===== src/rtl/mem_access_unit.sv =====
// RV32I memory-access stage: byte/half/word loads with extension, and stores
// with sub-word read-modify-write. Optional `MISALIGN_TRAP_EN faults misaligned accesses.
module mem_access_unit #(
    parameter int MEM_BYTES = 64
) (
    input  logic        Clk,
    input  logic        Rst,
    input  logic        req_valid,
    output logic        req_ready,
    input  logic        is_load,
    input  logic        is_store,
    input  logic [2:0]  funct3,
    input  logic [31:0] addr,
    input  logic [31:0] wdata,
    output logic [31:0] mem_addr,
    output logic [31:0] mem_wdata,
    output logic        mem_read,
    output logic        mem_write,
    input  logic [31:0] mem_rdata,
    output logic        stall,
    output logic [31:0] load_data,
    output logic        load_valid,
    output logic        fault
);

    typedef enum logic {IDLE, RMW_WR} state_t;

    localparam logic [32:0] MEM_LIMIT = 33'(MEM_BYTES);

    state_t      state_q, state_d;
    logic [31:0] load_data_q, load_data_d;
    logic        load_valid_q, load_valid_d;
    logic        fault_q, fault_d;
    logic [31:0] merge_q, merge_d;
    logic [31:0] rmw_addr_q, rmw_addr_d;

    logic        accept;
    logic        f3_ok_load;
    logic        f3_ok_store;
    logic [32:0] size;
    logic        range_bad;
    logic        misalign;
    logic        bad;
    logic [31:0] load_ext;

    assign req_ready  = (state_q == IDLE);
    assign stall      = ~req_ready;
    assign load_data  = load_data_q;
    assign load_valid = load_valid_q;
    assign fault      = fault_q;

    always_comb begin
        // Gating with Rst keeps the memory quiet while reset is held low.
        accept      = req_valid && (state_q == IDLE) && Rst;
        f3_ok_load  = (funct3 == 3'b000) || (funct3 == 3'b001) || (funct3 == 3'b010) ||
                      (funct3 == 3'b100) || (funct3 == 3'b101);
        f3_ok_store = (funct3 == 3'b000) || (funct3 == 3'b001) || (funct3 == 3'b010);

        case (funct3[1:0])
            2'b00:   size = 33'd1;
            2'b01:   size = 33'd2;
            default: size = 33'd4;
        endcase
        range_bad = ({1'b0, addr} + size) > MEM_LIMIT;

`ifdef MISALIGN_TRAP_EN
        misalign = ((funct3[1:0] == 2'b01) && addr[0]) ||
                   ((funct3[1:0] == 2'b10) && (addr[1:0] != 2'b00));
`else
        misalign = 1'b0;
`endif

        bad = (is_load && is_store) ||
              (is_load && !f3_ok_load) ||
              (is_store && !f3_ok_store) ||
              ((is_load || is_store) && (range_bad || misalign));

        case (funct3)
            3'b000:  load_ext = {{24{mem_rdata[7]}}, mem_rdata[7:0]};
            3'b001:  load_ext = {{16{mem_rdata[15]}}, mem_rdata[15:0]};
            3'b100:  load_ext = {24'd0, mem_rdata[7:0]};
            3'b101:  load_ext = {16'd0, mem_rdata[15:0]};
            default: load_ext = mem_rdata;
        endcase

        state_d      = state_q;
        load_data_d  = load_data_q;
        load_valid_d = 1'b0;
        fault_d      = 1'b0;
        merge_d      = merge_q;
        rmw_addr_d   = rmw_addr_q;
        mem_addr     = 32'd0;
        mem_wdata    = 32'd0;
        mem_read     = 1'b0;
        mem_write    = 1'b0;

        case (state_q)
            IDLE: begin
                if (accept) begin
                    if (bad) begin
                        fault_d = 1'b1;
                    end else if (is_load) begin
                        mem_addr     = addr;
                        mem_read     = 1'b1;
                        load_data_d  = load_ext;
                        load_valid_d = 1'b1;
                    end else if (is_store) begin
                        mem_addr = addr;
                        if (funct3 == 3'b010) begin
                            mem_wdata = wdata;
                            mem_write = 1'b1;
                        end else begin
                            mem_read   = 1'b1;
                            rmw_addr_d = addr;
                            merge_d    = funct3[0] ? {mem_rdata[31:16], wdata[15:0]}
                                                   : {mem_rdata[31:8], wdata[7:0]};
                            state_d    = RMW_WR;
                        end
                    end
                end
            end
            RMW_WR: begin
                if (Rst) begin
                    mem_addr  = rmw_addr_q;
                    mem_wdata = merge_q;
                    mem_write = 1'b1;
                end
                state_d = IDLE;
            end
            default: state_d = IDLE;
        endcase
    end

    always_ff @(posedge Clk) begin
        if (!Rst) begin
            state_q      <= IDLE;
            load_data_q  <= 32'd0;
            load_valid_q <= 1'b0;
            fault_q      <= 1'b0;
            merge_q      <= 32'd0;
            rmw_addr_q   <= 32'd0;
        end else begin
            state_q      <= state_d;
            load_data_q  <= load_data_d;
            load_valid_q <= load_valid_d;
            fault_q      <= fault_d;
            merge_q      <= merge_d;
            rmw_addr_q   <= rmw_addr_d;
        end
    end

endmodule


===== config.mk =====
export PLATFORM = sky130hd
export DESIGN_NAME = mem_access_unit
export DESIGN_NICKNAME = d
export VERILOG_FILES = /design/src/rtl/mem_access_unit.sv
export SDC_FILE = /design/constraint.sdc
export NUM_CORES = 1
export LEC_CHECK = 0
export BUFFER_PORTS_ARGS = -buffer_cell sky130_fd_sc_hd__buf_2
export CORE_MARGIN = 3
export CORE_UTILIZATION = 50
export CTS_CLUSTER_DIAMETER = 60
export CTS_CLUSTER_SIZE = 25
export DETAILED_ROUTE_END_ITERATION = 16
export PLACE_DENSITY = 0.9
export SYNTH_ARGS = -nofsm -noshare
export SYNTH_HDL_FRONTEND = slang
export SYNTH_SLANG_ARGS = --single-unit

===== constraint.sdc =====
create_clock -name Clk -period 5.77 [get_ports Clk]
set_input_delay 0.577 -clock Clk [delete_from_list [all_inputs] [get_ports Clk]]
set_output_delay 0.577 -clock Clk [all_outputs]
set_load 0.01 [all_outputs]

; ---- After elaboration in Yosys (flattened, before gate mapping)
; Cells that the tools add are included.
[op_classes]
addsub = 1
order_cmp = 1
n_eq_ne = 5
mux = 35
bitwise_logic = 6
n_reduce_logical = 22
[ops]
columns = cell, count
row1 = 32-bit 2-to-1 mux, 11
row2 = 32-bit one-hot mux with 2 select lines, 2
row3 = 32-bit one-hot mux with 4 select lines, 1
row4 = 32-bit by 3-bit adder with 33-bit output, 1
row5 = 33-bit by 7-bit greater-than comparator with 1-bit output (second input constant), 1
row6 = 1-bit 2-to-1 mux, 17
row7 = 16-bit 2-to-1 mux, 1
row8 = 1-bit logical OR, 8
row9 = 3-bit equality test (second input constant), 2
row10 = 1-bit logical AND, 6
row11 = 1-bit NOT, 6
row12 = 3-bit one-hot mux with 2 select lines, 1
row13 = 6-bit AND reduction, 1
row14 = 1-bit one-hot mux with 2 select lines, 2
row15 = 4-bit AND reduction, 1
row16 = 4-bit OR reduction, 1
row17 = 3-bit by 1-bit equality test with 1-bit output (second input constant), 1
row18 = 3-bit by 2-bit equality test with 1-bit output (second input constant), 1
row19 = 3-bit zero test, 1
row20 = 3-bit OR reduction, 1
row21 = 2-bit by 1-bit equality test with 1-bit output (second input constant), 1
row22 = 1-bit zero test, 2
row23 = 2-bit zero test, 1
[totals]
ff_bits = 99
in_bits = 104
out_inout_bits = 102
wordCells = 76

; ---- Logic depth before layout (Yosys ltp)
[depth]
depth_word = 13
ltp_mapped = 16
ltp_nobuf = 11

; ---- Worst setup path before layout
; No wires, ideal clock.
[synth_path]
path_kind = input to output
start = input port funct3[0]
end = output port mem_wdata[10]
t_arrival_ps = 3879
required_time_ps = 5193
slack_ps = 1314
cell_stages = 13
path_buffers = 3
path_cell_list = clkbuf_1 clkbuf_1 nor2b_1 fa_1 or2_2 a2111oi_0 a22o_1 o211ai_1 and4b_1 nand2b_1 nor3_2 buf_2 a22o_1
[synth_via]
elab_chain_len = 13
word_cells_on_any_way = 28
classes_between = 1 x add/sub / 1 x order compare / 5 x eq/ne / 7 x mux / 14 x reduce/logical
[synth_lines]
columns = element, line
row1 = start: declaration, 12  ; input logic [2:0] funct3,
row2 = "parallel branches: the longest is 10 deep, another holds 32-bit by 3-bit adder with 33-bit output", n/a
row3 = 32-bit 2-to-1 mux (*), 100  ; if (bad) begin
row4 = 32-bit 2-to-1 mux (*), 99  ; if (accept) begin
row5 = 32-bit one-hot mux with 2 select lines (*), 97  ; case (state_q)
row6 = end: declaration, 16  ; output logic [31:0] mem_wdata,
; Every way passes the cells marked *.

; ---- Worst setup path in the final report
[layout_path]
start = input port funct3[0]
end = output port mem_addr[4]
[layout_via]
elab_chain_len = 13
word_cells_on_any_way = 25
classes_between = 1 x add/sub / 1 x order compare / 5 x eq/ne / 4 x mux / 14 x reduce/logical
[layout_lines]
columns = element, line
row1 = "parallel branches: the longest is 9 deep, another holds 32-bit by 3-bit adder with 33-bit output", n/a
row2 = 1-bit logical OR (*), 75  ; (is_store && !f3_ok_store) ||
row3 = 32-bit 2-to-1 mux (*), 100
row4 = 32-bit 2-to-1 mux (*), 99
row5 = 32-bit one-hot mux with 2 select lines (*), 97
row6 = end: declaration, 15  ; output logic [31:0] mem_addr,
; Marks and branches as above.

==> impl_metrics.ini <==
[outcome]
status = complete, no violations

[yosys]
ys_seq_area_share_pct = 36.85
ys.flop_type = dfxtp_1
synthCells = 669
yosys_warnings = 0
synth_seq_cells = 99
synth-edff-count = 0
synth_area_um2 = 5379
synthesis.nets = 777
ys_async_sr_fraction_pct = 0
syn_avg_cell_area_um2 = 8.040
yosysUniqueCellTypes = 58

[cts]
htree_levels = 3
postCtsSetupBuffers = 0
tritoncts = done
cts_hold_buf = 0
cts.clk_slew.worst_paths_ps = 110
cts_buffers = 9
clk_path_buf_depth = 2
ctsResizeCount = 0
clock-root-buffer = clkbuf_8
worstSkewPairLatency_ps = 360
cts.sinks = 99

[run]
max_cap_viol_count = 0

[worst_hold_path]
hp-class = in2reg

[critical_path]
cp_num_cells = 12
critPathLaunchType = primary input
cp_num_buf_inv = 2
cp_slowest_cell = or4_1
critPathMaxStageDelay_ps = 750
worst_path_dominant_cell_family = simple AND/OR/NAND/NOR gates
cp_max_fo = 23
ff2ff_path_depth = 6
crit_chain = buf_2, nor2_1, ha_1, fa_1, a21oi_2, nor4_4, a311oi_1, a31oi_1, or4_1, nor4b_4, a22o_1, buf_2
path_common_cell = buf_2
reg2reg_to = rmw_addr_q[11]$_SDFFE_PN0P_
worst_r2r_startpoint = stall$_SDFF_PP0_
critical_path_class = in2out
cp.arrival_ps = 4330
endpoint_kind = output port
reg2reg_slack_ps = 3210
crit_required_ps = 5190
startpoint = funct3[0]
endpoint = mem_addr[4]

[sta]
fin_crit_ps = 4911
max_freq_ghz = 0.2036
final_max_slew_viol_count = 0
fin_crit_sh_pct = 85.11
worst_slew_pin_slew_ps = 917.1
timing.slew.headroom_pct = 38.86
setup_tns_ps = 0
rsz0062_at_grt = no
fin_skew_ps = 11.55
setup_violations = 0
hold_violations = 0

[finish]
stdcell_count = 981
multi_input_area_um2 = 3126
layout-drive-gt1-share_pct = 30.30
area_growth_syn_to_layout_pct = 22.66
final_common_cell = buf_2
final_cell_mix = buf_2, nand2_1, dfxtp_1
ff_latch_area_um2 = 1982
layout.nets = 948
antenna_cells = 0
fillCellCount = 939

[floorplan]
start_util_pct = 51.64
die_height_um = 109.7
num_rows = 37
die-area_um2 = 12040
ios = 206
design.core.area_um2 = 10420
die_w_um = 109.7

[drt]
wire_per_inst_um = 14.84
firstDrtPassIters = 5
vias = 5342
postRouteAntennaNets = 0
drc_errors = 0
via_per_inst = 5.445
first_iter_violations = 325
wl_mm = 14.56

[power_and_ir_drop]
peakVddDrop_v = 0.0001223
p_per_area_nw_per_um2 = 198.4
p_leak_uw = 0.003119

[placed_design]
port_buffers = 205
globalplace.congestion = 0.8658
numPlacedInstances = 965
dp_hpwl_mm = 10.69

[global_route]
grt_max_degree = 110
grt_first_pass_wirelength_mm = 22.84
grt-ovfl-total = 0
groute.usage.overall_pct = 23.41
antenna_found_initial = 0
grt_pass1_vias = 4737
state kept, by name, indices dropped and copies added, names as in the netlist:
register    cells
fault           1
load_data      32
load_valid      1
merge_q        32
rmw_addr_q     32
stall           1
cell usage after synthesis (3+ instances only):
master    number  area [um2]
mux2i_1       35       350.3
clkbuf_1      35       131.4
and4_1         3       26.28
a22o_1        40       350.3
or4_1          4       30.03
and3_1        30       187.7
o21ai_1       21       105.1
nand2_1      160       600.6
a211oi_1       4       30.03
o211ai_1       3       22.52
buf_2          7       35.03
nand2b_1       3       18.77
and2_1        28       175.2
or2_2          5       31.28
xnor2_1        6       52.55
nand3_1       49       245.2
nor2_1        18       67.56
a211o_1        3       26.28
dfxtp_1       99        1982
nor3_1         4       20.02
buf_4          4       30.03
nand3b_1       3       22.52
mux2_2         9       101.4
ha_1           3       37.54
inv_1          4       15.01
nand4_1        8       50.05
a21oi_1        5       25.02
clkbuf_2       3       15.01
o21ai_0       30       150.1
cells by family after synthesis:
logic type,synth area share [%]
XOR/XNOR,1.140
multiplexers,8.397
adder cells (fa/ha/maj),1.070
AO/OA/AOI/OAI,16.26
buffers and inverters,5.187
flip-flops,36.85
AND/OR/NAND/NOR,31.10
through the flow:
step / setup slack (ps) / hold WS, ps / total power, uW / util, % / instance area [um2]
after floorplan: 1314 / 421.0 / 777.5 / - / 5379
after global placement: 899.6 / 434.2 / 841.2 / 61.26 / 6381
after detailed placement: 811.1 / 435.1 / 842.4 / 61.26 / 6381
after CTS: 884.4 / 437.0 / 1319 / 63.34 / 6598
after global routing: 594.7 / 448.1 / 1361 / 63.34 / 6598
final: 859.3 / 451.0 / 1309 / 63.34 / 6598
report_power, final:
| group | total, uW | internal, uW | switching (uW) |
|---|---|---|---|
| Combinational | 145 | 58.1 | 86.9 |
| Sequential | 683 | 683 | 0.0714 |
| Clock | 481 | 213 | 268 |
cell type report:
class                           instances  area share (%)
Clock buffer                            9           1.877
Clock inverter                          7           1.403
Inverter                                4          0.2276
Multi-Input combinational cell        513           47.37
Sequential cell                        99           30.04
Tap cell                              136           2.579
Timing Repair Buffer                  213           16.50
layer usage:
layer	vias up	GRT usage, %	wire length (um)
li1	2705	-	-
met1	2423	32.28	6737
met2	195	37.93	6766
met3	19	3.817	849
met4	0	6.322	209
met5	-	0	0
worst min path at each step:
stage	startpoint	endpoint	slack [ps]	depth (start not counted)
2_1_floorplan	rmw_addr_q[10]$_SDFFE_PN0P_	rmw_addr_q[10]$_SDFFE_PN0P_	420	1
3_3_place_gp	rmw_addr_q[31]$_SDFFE_PN0P_	rmw_addr_q[31]$_SDFFE_PN0P_	430	1
3_5_place_dp	rmw_addr_q[10]$_SDFFE_PN0P_	rmw_addr_q[10]$_SDFFE_PN0P_	440	1
4_1_cts	mem_rdata[4]	load_data[4]$_SDFFE_PN0P_	440	3
5_1_grt	wdata[5]	merge_q[5]$_SDFFE_PN0P_	450	3
6_report	mem_rdata[4]	load_data[4]$_SDFFE_PN0P_	450	3
worst reg2reg max path, delay by kind of cell, from the launching register on:
family	cells	cell delay [ps]
and+or+nand+nor	5	1540
DFF	1	830
buffers and inverters	1	150
Power figures use the tool's default switching activity.
